<file path="config.mk">
export PLATFORM = sky130hd
export DESIGN_NAME = reg_pipe_flat
export DESIGN_NICKNAME = d
export VERILOG_FILES = /design/src/rtl/reg_pipe_pkg.sv /design/src/rtl/reg_pipe_if.sv /design/src/rtl/reg_pipe_stage.sv /design/src/rtl/reg_pipe.sv /design/src/flat_wrapper.sv
export SDC_FILE = /design/constraint.sdc
export NUM_CORES = 1
export LEC_CHECK = 0
export BUFFER_PORTS_ARGS = -buffer_cell sky130_fd_sc_hd__buf_2
export CAP_MARGIN = 20
export CORE_MARGIN = 2
export CORE_UTILIZATION = 30
export DETAILED_ROUTE_END_ITERATION = 8
export PLACE_DENSITY = 0.47
export RECOVER_POWER = 100
export SLEW_MARGIN = 10
export SYNTH_ARGS = -nofsm -noshare
export SYNTH_HDL_FRONTEND = slang
export SYNTH_HIERARCHICAL = 1
export SYNTH_SLANG_ARGS = --single-unit
</file>
<file path="constraint.sdc">
create_clock -name clock -period 4 [get_ports clock]
set_clock_uncertainty 0.1 [all_clocks]
set_input_delay 0.8 -clock clock [delete_from_list [all_inputs] [get_ports clock]]
set_output_delay 0.8 -clock clock [all_outputs]
set_load 0.005 [all_outputs]
</file>
<file path="src/rtl/reg_pipe_pkg.sv">
// Shared constants and helpers for the reg_pipe elastic register pipeline.
// Optional occupancy counter is enabled by defining REG_PIPE_COUNT_EN.
package reg_pipe_pkg;

    localparam int REG_PIPE_WIDTH_DEF = 16;
    localparam int REG_PIPE_DEPTH_DEF = 4;

    function automatic int reg_pipe_cnt_w(input int depth);
        return $clog2(depth + 1);
    endfunction

endpackage

</file>
<file path="src/rtl/reg_pipe_if.sv">
// Producer and consumer valid/ready handshake bundle for reg_pipe.
// master = environment side, slave = pipeline side.
interface reg_pipe_if
    import reg_pipe_pkg::*;
#(
    parameter int WIDTH = REG_PIPE_WIDTH_DEF
);
    logic             in_valid;
    logic [WIDTH-1:0] in_data;
    logic             in_ready;
    logic             out_valid;
    logic [WIDTH-1:0] out_data;
    logic             out_ready;

    modport master (
        output in_valid, in_data, out_ready,
        input  in_ready, out_valid, out_data
    );

    modport slave (
        input  in_valid, in_data, out_ready,
        output in_ready, out_valid, out_data
    );
endinterface

</file>
<file path="src/rtl/reg_pipe_stage.sv">
// One elastic stage: valid+data register that loads when empty or draining.
// Latency 1 cycle; holds while full and downstream cannot take the item.
module reg_pipe_stage
    import reg_pipe_pkg::*;
#(
    parameter int               WIDTH     = REG_PIPE_WIDTH_DEF,
    parameter logic [WIDTH-1:0] RESET_VAL = '0
) (
    input  logic             i_clk,
    input  logic             i_rst,
    input  logic             i_flush,
    input  logic             i_vld,
    input  logic [WIDTH-1:0] i_dat,
    input  logic             i_dn_free,
    output logic             o_vld,
    output logic [WIDTH-1:0] o_dat,
    output logic             o_adv,
    output logic             o_free
);
    logic             r_vld;
    logic [WIDTH-1:0] r_dat;

    assign o_adv  = r_vld & i_dn_free;
    assign o_free = ~r_vld | o_adv;
    assign o_vld  = r_vld;
    assign o_dat  = r_dat;

    // Data only moves with a valid item, so an empty stage keeps its last value.
    always_ff @(posedge i_clk) begin
        if (i_rst || i_flush) begin
            r_vld <= 1'b0;
            r_dat <= RESET_VAL;
        end else if (o_free) begin
            r_vld <= i_vld;
            if (i_vld) begin
                r_dat <= i_dat;
            end
        end
    end
endmodule

</file>
<file path="src/rtl/reg_pipe.sv">
// DEPTH-stage elastic register pipeline, DEPTH cycles latency, bubbles collapse under backpressure.
// REG_PIPE_COUNT_EN adds a registered occupancy count port.
module reg_pipe
    import reg_pipe_pkg::*;
#(
    parameter int               WIDTH     = REG_PIPE_WIDTH_DEF,
    parameter int               DEPTH     = REG_PIPE_DEPTH_DEF,
    parameter logic [WIDTH-1:0] RESET_VAL = '0
) (
    input  logic       clock,
    input  logic       r,
    input  logic       flush,
    reg_pipe_if.slave  bus
`ifdef REG_PIPE_COUNT_EN
    ,
    output logic [reg_pipe_cnt_w(DEPTH)-1:0] count
`endif
);
    logic             w_vld  [DEPTH];
    logic [WIDTH-1:0] w_dat  [DEPTH];
    logic             w_adv  [DEPTH];
    logic             w_free [DEPTH];
    logic             w_in_rdy;
    logic             w_accept;
    logic             w_emit;

    assign w_in_rdy = w_free[0] & ~flush & ~r;
    assign w_accept = bus.in_valid & w_in_rdy;
    assign w_emit   = w_adv[DEPTH-1];

    for (genvar g = 0; g < DEPTH; g++) begin : g_stage
        logic             w_up_vld;
        logic [WIDTH-1:0] w_up_dat;
        logic             w_dn_free;

        if (g == 0) begin : g_head
            assign w_up_vld = w_accept;
            assign w_up_dat = bus.in_data;
        end else begin : g_body
            assign w_up_vld = w_vld[g-1];
            assign w_up_dat = w_dat[g-1];
        end

        if (g == DEPTH - 1) begin : g_tail
            assign w_dn_free = bus.out_ready;
        end else begin : g_link
            assign w_dn_free = w_free[g+1];
        end

        reg_pipe_stage #(
            .WIDTH     (WIDTH),
            .RESET_VAL (RESET_VAL)
        ) u_stage (
            .i_clk     (clock),
            .i_rst     (r),
            .i_flush   (flush),
            .i_vld     (w_up_vld),
            .i_dat     (w_up_dat),
            .i_dn_free (w_dn_free),
            .o_vld     (w_vld[g]),
            .o_dat     (w_dat[g]),
            .o_adv     (w_adv[g]),
            .o_free    (w_free[g])
        );
    end

    assign bus.in_ready  = w_in_rdy;
    assign bus.out_valid = w_vld[DEPTH-1];
    assign bus.out_data  = w_dat[DEPTH-1];

`ifdef REG_PIPE_COUNT_EN
    localparam int CW = reg_pipe_cnt_w(DEPTH);
    logic [CW-1:0] r_count;

    // Internal stage-to-stage moves conserve occupancy; only the ends change it.
    always_ff @(posedge clock) begin
        if (r || flush) begin
            r_count <= '0;
        end else if (w_accept && !w_emit) begin
            r_count <= r_count + CW'(1);
        end else if (!w_accept && w_emit) begin
            r_count <= r_count - CW'(1);
        end
    end

    assign count = r_count;
`endif
endmodule

</file>
<file path="src/flat_wrapper.sv">
// flat-port wrapper written by rule: the top's interface ports become plain ports
module reg_pipe_flat import reg_pipe_pkg::*;
#(
    parameter int               WIDTH     = REG_PIPE_WIDTH_DEF,
    parameter int               DEPTH     = REG_PIPE_DEPTH_DEF,
    parameter logic [WIDTH-1:0] RESET_VAL = '0
)
  (clock, r, flush, bus_in_valid, bus_in_data, bus_out_ready, bus_in_ready, bus_out_valid, bus_out_data);
  reg_pipe_if #(.WIDTH(WIDTH)) bus_i ();
  input  logic clock;
  input  logic r;
  input  logic flush;
  input wire logic [$bits(bus_i.in_valid)-1:0] bus_in_valid;
  input wire logic [$bits(bus_i.in_data)-1:0] bus_in_data;
  input wire logic [$bits(bus_i.out_ready)-1:0] bus_out_ready;
  output wire logic [$bits(bus_i.in_ready)-1:0] bus_in_ready;
  output wire logic [$bits(bus_i.out_valid)-1:0] bus_out_valid;
  output wire logic [$bits(bus_i.out_data)-1:0] bus_out_data;
  assign bus_i.in_valid = bus_in_valid;
  assign bus_i.in_data = bus_in_data;
  assign bus_i.out_ready = bus_out_ready;
  assign bus_in_ready = bus_i.in_ready;
  assign bus_out_valid = bus_i.out_valid;
  assign bus_out_data = bus_i.out_data;
  reg_pipe #(.WIDTH(WIDTH), .DEPTH(DEPTH), .RESET_VAL(RESET_VAL)) u_core (.clock(clock), .r(r), .flush(flush), .bus(bus_i));
endmodule
</file>
Yosys cells after proc, flatten, opt, wreduce, memory -nomap -nowiden. Cells that the tools add are included. W data, S select, Z words.

Bitwise operators: 17. Reductions and logical operators: 5.

Operator list (count): $reduce_and A2 Y1 (4); $and A1 B1 Y1 (7); $not A1 Y1 (6); $or A1 B1 Y1 (4); $logic_or A1 B1 Y1 (1).

Word-level logic and storage cells: 30. Bits of input ports: 21. Flip-flop bits (word level): 68.

Depth between registers and ports, before layout. Gate-level depths: netlist of run 1.

Depth after elaboration: 12. Depth in mapped cells: 17. Gate-level depth less buffers: 7.

Modules after synthesis. Netlist of run 1, hierarchy kept.

Modules (own cells, without submodules): reg_pipe_stage (area each 715.7 um^2, cells an instance 79, times used 4); reg_pipe (area each 20.0 um^2, cells an instance 2, times used 1).

Worst setup path after synthesis of run 1. No wires, ideal clock.

Kind: input-to-output. Start: input port bus_out_ready. End: output port bus_in_ready. Cell stages on the path: 13. Buffers on the path: 8. Required time: 3.100 ns. Arrival time: 2.691 ns. Slack: 0.409 ns. Cells stage by stage: nand2b_4 buf_6 buf_2 nand2b_4 buf_6 buf_2 nand2b_4 buf_6 buf_2 nand2b_4 buf_6 buf_2 nor3b_1.

RTL lines: start, declared (RTL line flat_wrapper.sv:15) `input wire logic [$bits(bus_i.out_ready)-1:0] bus_out_ready;`; end, declared (RTL line flat_wrapper.sv:16) `output wire logic [$bits(bus_i.in_ready)-1:0] bus_in_ready;`.

==> results of run 1 <==
routing by layer:
layer | GRT usage (%) | up-vias
li1 | - | 1160
met5 | 0 | -
met4 | 3.74 | 0
met3 | 4.76 | 4
met2 | 16.3 | 68
met1 | 18.0 | 992
power breakdown:
part | internal, mW | switching, mW
Sequential | 0.679 | 0.00264
Clock | 0.351 | 0.264
Combinational | 0.0132 | 0.0302
state kept, by name, summed over array words and instances, names as in the netlist:
signal	cells
u_core/g_stage.u_stage/o_dat	64
u_core/g_stage.u_stage/o_vld	4
tightest hold or removal path: stages, from the launching register on:
cell and delay, ns:
dfxtp_1 0.31, nand2_1 0.07, o21ai_2 0.04
stage by stage:
step	area (um^2)	std cells	power (mW)	hold WS, ns
2_1_floorplan	2860	314	0.728	0.329
3_5_place_dp	3030	451	0.744	0.345
3_3_place_gp	3010	450	0.742	0.337
4_1_cts	3240	467	1.37	0.355
5_1_grt	3120	468	1.40	0.382
6_report	3120	468	1.34	0.358
cell type report:
cell class / instances / area, um^2 / share of cell area [%]
flip-flops and latches: 68 / 1360 / 43.6
clock inverters: 6 / 88.8 / 2.85
repair buffers: 41 / 196 / 6.30
well taps: 129 / 161 / 5.17
multi-input cells: 210 / 1170 / 37.5
inverters: 4 / 15.0 / 0.481
clock buffers: 10 / 128 / 4.09
cell usage in the layout (no fill, tap or decap):
cell type	n
a21boi_0	4
and2_0	2
and2_4	2
and4bb_1	1
buf_2	25
buf_8	1
bufinv_16	2
clkbuf_1	16
clkbuf_8	9
clkinv_2	1
clkinv_4	1
clkinvlp_4	2
dfxtp_1	68
inv_1	4
nand2_1	64
nand2b_4	4
nand4_1	64
nor2_1	2
nor2_2	1
nor2_4	1
nor3b_1	1
o21ai_0	51
o21ai_2	13
final timing paths:
check,endpoint,slack (ns),startpoint,cells past startpoint
worst max-delay path,bus_in_ready,0.79,bus_out_ready,7
worst max register to register,u_core/g_stage[0].u_stage/o_dat[15],1.30,u_core/g_stage[3].u_stage/o_vld,7
worst min register to register,u_core/g_stage[3].u_stage/o_dat[4],0.36,u_core/g_stage[3].u_stage/o_dat[4],2
worst min-delay path,u_core/g_stage[3].u_stage/o_dat[4],0.36,u_core/g_stage[3].u_stage/o_dat[4],2
==> summary.md, run 1 <==
• 3.88 mm — DPL Wire Length
• 0.08 ns — clock transition at the registers of the reported paths
• 429 nW/um^2 — cell area power density
• 10.0 mm — first-pass GRT wire length
• 0 — Post-CTS Resized
• no — unrepaired setup endpoints after global routing
• nand2b_4 — Critical Path Slowest Stage Cell
• done — TritonCTS clock tree
• 9 — number of CTS-inserted buffers
• 35 — number of standard-cell rows in the floorplan
• input pin to output port — category of the critical setup timing path
• nand2b_4 — crit-path most repeated cell
• 102 um — Chip Height
• 0 — count of max-cap constraint violations
• 314 — Gate Count Post-Synth
• 3.12 mm — WL met1
• 0 — number of setup violations in the final report
• 391 um — wire length on met3
• 1.05 nW — Leakage
• 0.792 ns — fin worst setup slack
• 18.3% — share of post-route cells with drive strength above 1
• 0 — final count of hold timing violations
• 20 — worst-path maximum fanout
• 0 — hold buffers post-CTS
• 1.25 ns — transition at the pin with the smallest max-transition slack
• 12.3% — global-route usage over all layers
• 2.34 mm — met2 layer wire length in the routed design
• simple AND/OR/NAND/NOR gates — Crit path max-delay family
• 33.8% — post-layout util
• 4 — DR pass1 iterations
• 0 — setup repair bufs after CTS
• 2.31 ns — Worst EP arrival
• 3.10 ns — Data required, critical path
• 39 — I/O pin count
• 335 — number of nets in the synthesized netlist
• clkbuf_8 — root buf cell
• input pin — Worst setup SP type
• 12.6 um — Routed WL per cell
• 2 — critical path buffer and inverter count
• 9240 um^2 — standard cell core area
• 0 — number of antenna violations at the first check in global routing
• output port — endpoint kind of the worst setup timing path
• 312 MHz — highest achievable clock rate
• 80.2% — final period utilization
• flip-flop to flip-flop — worst min-delay path category
• 30.9% — Initial Util
• 102 um — die width
• 9.19% — layout overhead on the synthesized area
• 16.5% — worst slew margin relative to its limit
• 0 — number of pins with negative max-slew slack in the final report
• finished clean — result of the run
• 0 ns — TNS Setup
• 68 — TritonCTS Sinks
• 5.90 mm — total wirelength of the detailed-routed design
• 0.29 ns — Crit path largest cell delay
• 2224 — via count of the routed design
• 2026 — vias in the first global route
• 0 — diode insertion count for antenna repair
• 213 uV — IR Drop Worst-Case VDD
• 6 — Ys Warns
• 38 — number of buffer cells added on primary ports
• 0.687 — final weighted congestion of routability-driven global placement
• 0.793 ns — pre-CTS WS
• 0 — final routed DRC violation total
• 10300 um^2 — die area
• 3 — H-tree level count
• 9.10 um^2 — post-synthesis average cell area
• 34 — largest net degree at the start of global routing
• 4.75 — Avg Vias per Cell
• 0.34 ns — clock insertion delay at the later pin of the skew report
• 2 — maximum number of buffers from clock root to sink
• 54 — DRT iter0 DRCs
• 3.21 ns — post-layout min period
• 2860 um^2 — post-synthesis instance area
• met4 — uppermost layer routed
• 1038 — layout filler cell count
• 0 — leftover overflow at the end of global routing
• 0 — ANT nets after route
• buf_2 > nand2b_4 > nand2b_4 > nand2b_4 > nand2b_4 > nor3b_1 > clkbuf_1 — CP cell instances
• 355 — nets@finish
(Power assumes the default switching activity.)
==> inputs of run 2 (changes only) <==
--- a/config.mk
+++ b/config.mk
@@ -5,6 +5,7 @@
 export SDC_FILE = /design/constraint.sdc
 export NUM_CORES = 1
 export LEC_CHECK = 0
+export ABC_AREA = 1
 export BUFFER_PORTS_ARGS = -buffer_cell sky130_fd_sc_hd__buf_2
 export CAP_MARGIN = 20
 export CORE_MARGIN = 2
==> constraint.sdc (replaced) <==
create_clock -name clock -period 3.06 [get_ports clock]
set_clock_uncertainty 0.1 [all_clocks]
set_input_delay 0.612 -clock clock [delete_from_list [all_inputs] [get_ports clock]]
set_output_delay 0.612 -clock clock [all_outputs]
set_load 0.005 [all_outputs]
==> summary.md, run 2 <==
• 0 — leftover overflow at the end of global routing, unchanged
• 4.18 — Avg Vias per Cell, -12%
• 5.7% — proportion of power drawn by combinational gates, +2.5 points
• clkbuf_2 — Critical Path Slowest Stage Cell
• 9.40% — layout overhead on the synthesized area
• met4 — uppermost layer routed
• flip-flop — endpoint kind of the worst setup timing path
• done — TritonCTS clock tree
• 39 — I/O pin count, unchanged
• 8.63% — worst slew margin relative to its limit, -7.9 points
• 467 nW/um^2 — cell area power density, +8.8%
• 2.60 mm — met2 layer wire length in the routed design, +11%
• 275 um — wire length on met3, -30%
• 3 — H-tree level count, unchanged
• 7.07 um^2 — post-synthesis average cell area, -22%
• 9 — number of CTS-inserted buffers, unchanged
• 2.59 ns — post-layout min period
• 0.50 ns — Crit path largest cell delay, +0.21 ns
• 3.13 mm — WL met1, +0.45%
• 2.72 ns — Worst EP arrival, +0.41 ns
• 107 um — die width, +4.9%
• 0 — number of pins with negative max-slew slack in the final report, unchanged
• 0 — number of antenna violations at the first check in global routing, unchanged
• 0 — ANT nets after route, unchanged
• 0.703 — final weighted congestion of routability-driven global placement, +2.4%
• 55.5% — power share of the sequential group, +4.6 points
• 111 — DRT iter0 DRCs, +110%
• 2557 — via count of the routed design, +15%
• 0 — count of max-cap constraint violations, unchanged
• 0.34 ns — clock insertion delay at the later pin of the skew report, about the same
• inv_1, a21oi_1, dfxtp_1, nand3_1, nor2_1 — most used cells in the layout excluding fill and tap cells
• 6.04 mm — total wirelength of the detailed-routed design, +2.4%
• 0 ns — TNS Setup, unchanged
• input pin — Worst setup SP type
• 12.0% — global-route usage over all layers, -0.23 points
• 0 — final count of hold timing violations, unchanged
• no — unrepaired setup endpoints after global routing
• 1.32 nW — Leakage, +26%
• 0 — hold buffers post-CTS, unchanged
• 491 — nets@finish, +38%
• 107 um — Chip Height, +4.9%
• 10300 um^2 — standard cell core area, +11%
• 0 — diode insertion count for antenna repair, unchanged
• 0 — Post-CTS Resized, unchanged
• 11.3 mm — first-pass GRT wire length, +12%
• 170 uV — IR Drop Worst-Case VDD, -20%
• 0.51 ns — internal reg-to-reg setup slack, -0.79 ns
• 4.11 mm — DPL Wire Length, +5.8%
• 446 — Gate Count Post-Synth, +42%
• 64 — number of flip-flops under the largest register name, unchanged
• 467 — number of nets in the synthesized netlist, +39%
• 0 — number of setup violations in the final report, unchanged
• 36 — largest net degree at the start of global routing, +5.9%
• 84.7% — final period utilization
• 9.88 um — Routed WL per cell, -22%
• simple AND/OR/NAND/NOR gates — Crit path max-delay family
• inv_1 — commonest non-fill, non-tap cell in the layout
• 4 — DR pass1 iterations, unchanged
• 1.37 ns — transition at the pin with the smallest max-transition slack, +0.119 ns
• 0.08 ns — clock transition at the registers of the reported paths, about the same
• 0 — setup repair bufs after CTS, unchanged
• 2528 — vias in the first global route, +25%
• 11400 um^2 — die area, +10%
• 30.7% — Initial Util, -0.24 points
• 3.19 ns — Data required, critical path, +0.09 ns
• 6 — critical path buffer and inverter count, +4
• buf_2 > inv_1 > nand2_4 > inv_1 > nand2_4 > inv_1 > nand2_4 > inv_1 > nand2_4 > nand3_1 > nor2_1 > clkbuf_2 > nand3_1 > nand2_1 > nor2_1 — CP cell instances
• 0 — final routed DRC violation total, unchanged
• finished clean — result of the run
• 33 — worst-path maximum fanout, +65%
• clkbuf_8 — root buf cell
• 1.22 mW — cell internal power dissipation, +17%
• 12.6% — share of post-route cells with drive strength above 1, -5.7 points
• flip-flop to flip-flop — worst min-delay path category
• 396 uW — net switching power, +33%
• 6 — Ys Warns, unchanged
• 38 — number of buffer cells added on primary ports, unchanged
• 68 — TritonCTS Sinks, unchanged
• 24.5% — switching power as a share of total power, +2.4 points
• 38.7% — part of the total power dissipated in the clock network, -7.2 points
• input pin to flip-flop — category of the critical setup timing path
• 33.6% — post-layout util, -0.19 points
• 2 — maximum number of buffers from clock root to sink, unchanged
• 37 — number of standard-cell rows in the floorplan, +5.7%
• 3150 um^2 — post-synthesis instance area, +10%
• 386 MHz — highest achievable clock rate
## run 2: power by group through the flow
stage	sequential (mW)	combinational [mW]	clock, mW
2_1_floorplan	0.915	0.0691	0
6_report	0.896	0.0925	0.625
4_1_cts	0.896	0.0970	0.658
3_3_place_gp	0.916	0.0962	0
5_1_grt	0.896	0.108	0.701
3_5_place_dp	0.916	0.0969	0
## run 2: worst reg2reg max path, cell delays in order, from the launching register on
cell	delay, ns
dfxtp_1	0.35
nand2_4	0.07
inv_1	0.07
nand2_4	0.06
inv_1	0.07
nand2_4	0.06
inv_1	0.07
nand2_4	0.27
nand3_1	0.15
nor2_1	0.41
clkbuf_2	0.50
nand3_1	0.14
nand2_1	0.08
nor2_1	0.04
## run 2: cell type report
type                       instances  area (um^2)
clock inverter                     7         43.8
sequential                        68         1360
fill                            1181         6830
clock buffer                       9          124
inverter                          72          270
multi-input combinational        274         1260
tap                              136          170
timing repair buffer              45          221
## run 2: worst paths after layout
kind / start / end / depth (start not counted)
worst max-delay path: bus_out_ready / u_core/g_stage[0].u_stage/o_dat[8] / 15
worst min register to register: u_core/g_stage[3].u_stage/o_dat[9] / u_core/g_stage[3].u_stage/o_dat[9] / 2
worst max register to register: u_core/g_stage[3].u_stage/o_vld / u_core/g_stage[0].u_stage/o_dat[8] / 13
worst min-delay path: u_core/g_stage[3].u_stage/o_dat[9] / u_core/g_stage[3].u_stage/o_dat[9] / 2
## run 2: per-stage QoR
stage / power [mW] / cell area (um^2) / hold slack (ns) / setup WS, ns / instances
after global routing: 1.71 / 3450 / 0.406 / 0.254 / 611
after floorplan: 0.985 / 3150 / 0.352 / 0.397 / 446
final: 1.61 / 3450 / 0.379 / 0.468 / 611
after CTS: 1.65 / 3490 / 0.385 / 0.507 / 611
after detailed placement: 1.01 / 3320 / 0.365 / 0.511 / 595
after global placement: 1.01 / 3320 / 0.357 / 0.544 / 595
## run 2: layer usage
| metal | global-route usage [%] | up-vias |
|---|---|---|
| li1 | - | 1430 |
| met1 | 15.2 | 1082 |
| met2 | 19.5 | 43 |
| met3 | 3.92 | 2 |
| met4 | 3.62 | 0 |
| met5 | 0 | - |
==> inputs of run 3 (changes only) <==
==> constraint.sdc (replaced) <==
create_clock -name clock -period 2.4 [get_ports clock]
set_clock_uncertainty 0.1 [all_clocks]
set_input_delay 0.48 -clock clock [delete_from_list [all_inputs] [get_ports clock]]
set_output_delay 0.48 -clock clock [all_outputs]
set_load 0.005 [all_outputs]
==> summary.md, run 3 (same netlist as run 2, synthesis figures left out) <==
• done — TritonCTS clock tree
• 10300 um^2 — standard cell core area, unchanged
• u_core/g_stage[2].u_stage/o_dat[4] — end of the worst register-to-register path
• 12.1% — global-route usage over all layers, +0.075 points
• 0 — hold buffers post-CTS, unchanged
• 37 — number of standard-cell rows in the floorplan, unchanged
• 11.3 mm — first-pass GRT wire length, about the same
• 1.39 ns — transition at the pin with the smallest max-transition slack, +0.0230 ns
• 0 — count of max-cap constraint violations, unchanged
• 0.44 ns — internal reg-to-reg setup slack, -0.07 ns
• no — unrepaired setup endpoints after global routing
• 0 — diode insertion count for antenna repair, unchanged
• 664 nW/um^2 — cell area power density, +42%
• 68 — TritonCTS Sinks, unchanged
• 0.439 ns — pre-CTS WS, -0.0725 ns
• 48.8% — power share of the sequential group, -6.7 points
• 1.51 ns — Worst EP arrival, -1.21 ns
• 1.85 mW — cell internal power dissipation, +52%
• 11.9% — layout overhead on the synthesized area
• 0 — leftover overflow at the end of global routing, unchanged
• 0 — number of antenna violations at the first check in global routing, unchanged
• 264 uV — IR Drop Worst-Case VDD, +56%
• 3 — worst-path maximum fanout, -91%
• 80 — DRT iter0 DRCs, -28%
• 9 — number of CTS-inserted buffers, unchanged
• 107 um — die width, unchanged
• 4.10 mm — DPL Wire Length, -0.32%
• 1360 um^2 — register area, unchanged
• 0.34 ns — clock insertion delay at the later pin of the skew report, about the same
• 2.09 ns — post-layout min period
• 1198 — layout filler cell count, +1.4%
• flip-flop — Worst setup SP type
• 0 — final routed DRC violation total, unchanged
• bus_in_data[0] — hold_sp
• 6.15 mm — total wirelength of the detailed-routed design, +1.8%
• 0 — setup repair bufs after CTS, unchanged
• 492 uW — net switching power, +24%
• flip-flop to output port — category of the critical setup timing path
• 0 — Post-CTS Resized, unchanged
• 35 — largest net degree at the start of global routing, -2.8%
• 21.0% — switching power as a share of total power, -3.5 points
• output port — endpoint kind of the worst setup timing path
• 4 — DR pass1 iterations, unchanged
• 4.30 — Avg Vias per Cell, +2.7%
• 107 um — Chip Height, unchanged
• 0.742 — final weighted congestion of routability-driven global placement, +5.4%
• 4 — depth of the worst register-to-register path, -9
• 1.82 ns — Data required, critical path, -1.37 ns
• 86.9% — final period utilization
• 5.1% — proportion of power drawn by combinational gates, -0.6 points
• 30.7% — Initial Util, unchanged
• input pin to flip-flop — worst min-delay path category
• 7.10% — worst slew margin relative to its limit, -1.5 points
• 493 — nets@finish, +0.41%
• 2634 — via count of the routed design, +3.0%
• clkbuf_8 — root buf cell
• u_core/g_stage[1].u_stage/o_vld — Reg2Reg Launch Point
• 0 — final count of hold timing violations, unchanged
• 0 ns — TNS Setup, unchanged
• 1260 um^2 — combined area of the multi-input logic cells, unchanged
• 5 — worst hold path cell count, +3
• 0 — number of setup violations in the final report, unchanged
• 1.35 nW — Leakage, +2.0%
• finished clean — result of the run
• 38 — number of buffer cells added on primary ports, unchanged
• 11400 um^2 — die area, unchanged
• 0 — number of pins with negative max-slew slack in the final report, unchanged
• 0.315 ns — fin worst setup slack, -0.153 ns
• 3 — H-tree level count, unchanged
• 0.07 ns — clock transition at the registers of the reported paths, about the same
• 39 — I/O pin count, unchanged
• 64 — number of flip-flops under the largest register name, unchanged
• 2 — maximum number of buffers from clock root to sink, unchanged
• 46.2% — part of the total power dissipated in the clock network, +7.5 points
• 480 MHz — highest achievable clock rate
• 2573 — vias in the first global route, +1.8%
• 10.0 um — Routed WL per cell, +1.5%
• 12.4% — share of post-route cells with drive strength above 1, -0.26 points
• inv_1 — commonest non-fill, non-tap cell in the layout
• 0 — ANT nets after route, unchanged
• u_core/g_stage[0].u_stage/o_dat[0] — endpoint with the worst hold slack
• inv_1, a21oi_1, dfxtp_1, nand3_1, nor2_1 — most used cells in the layout excluding fill and tap cells
## run 3: cell count changes in the layout (fill, tap and decap cells not counted), sizes merged
cell / delta
bufinv: +2
clkinv: -3
clkbuf: +7
buf: -2
clkinvlp: -2
## run 3: routing by layer
layer,vias up,GRT usage [%],share of wire (%)
met5,-,0,0
li1,1441,-,-
met4,0,4.17,1.3
met2,53,20.0,42
met1,1133,14.8,52
met3,7,3.92,4.8
## run 3: critical path, cell delays in order (launching register included)
cell and delay, ns:
dfxtp_1 0.39, nand2_4 0.06, inv_1 0.11, nand2_4 0.06
inv_1 0.10, nand2_4 0.06, inv_2 0.07, nand2_4 0.05
nand3_1 0.10, inv_1 0.04, buf_2 0.12
## run 3: how the worst max path moves through the flow
stage	startpoint	end	slack, ns	cells past startpoint
3_3_place_gp	bus_out_ready	u_core/g_stage[0].u_stage/o_dat[14]	0.47	15
4_1_cts	u_core/g_stage[3].u_stage/o_vld	bus_in_ready	0.39	10
6_report	u_core/g_stage[3].u_stage/o_vld	bus_in_ready	0.31	10
5_1_grt	u_core/g_stage[3].u_stage/o_vld	bus_in_ready	0.18	10
3_5_place_dp	bus_out_ready	u_core/g_stage[0].u_stage/o_dat[9]	0.44	15
2_1_floorplan	bus_out_ready	u_core/g_stage[0].u_stage/o_dat[0]	0.03	18
## run 3: area by class of cell
cell class | count | share of cell area, %
Clock inverter | 4 | 1.99
Inverter | 72 | 7.66
Multi-Input combinational cell | 274 | 35.7
Clock buffer | 12 | 4.68
Sequential cell | 68 | 38.6
Timing Repair Buffer | 47 | 6.56
Tap cell | 136 | 4.82
## run 3: through the flow
step | power, mW | utilization, % | hold WS (ns) | instances | instance area (um^2)
4_1_cts | 2.40 | 34.7 | 0.332 | 613 | 3560
2_1_floorplan | 1.26 | - | 0.352 | 446 | 3150
3_5_place_dp | 1.29 | 32.4 | 0.366 | 597 | 3330
6_report | 2.34 | 34.3 | 0.353 | 613 | 3530
5_1_grt | 2.45 | 34.3 | 0.376 | 613 | 3530
3_3_place_gp | 1.29 | 32.4 | 0.355 | 597 | 3330
## run 3: power groups by stage
stage / Combinational, mW / Clock (mW) / Sequential (mW)
global placement: 0.122 / 0 / 1.17
finish: 0.119 / 1.08 / 1.14
detailed placement: 0.123 / 0 / 1.17
CTS: 0.123 / 1.13 / 1.14
global route: 0.141 / 1.17 / 1.14
floorplan: 0.0881 / 0 / 1.17
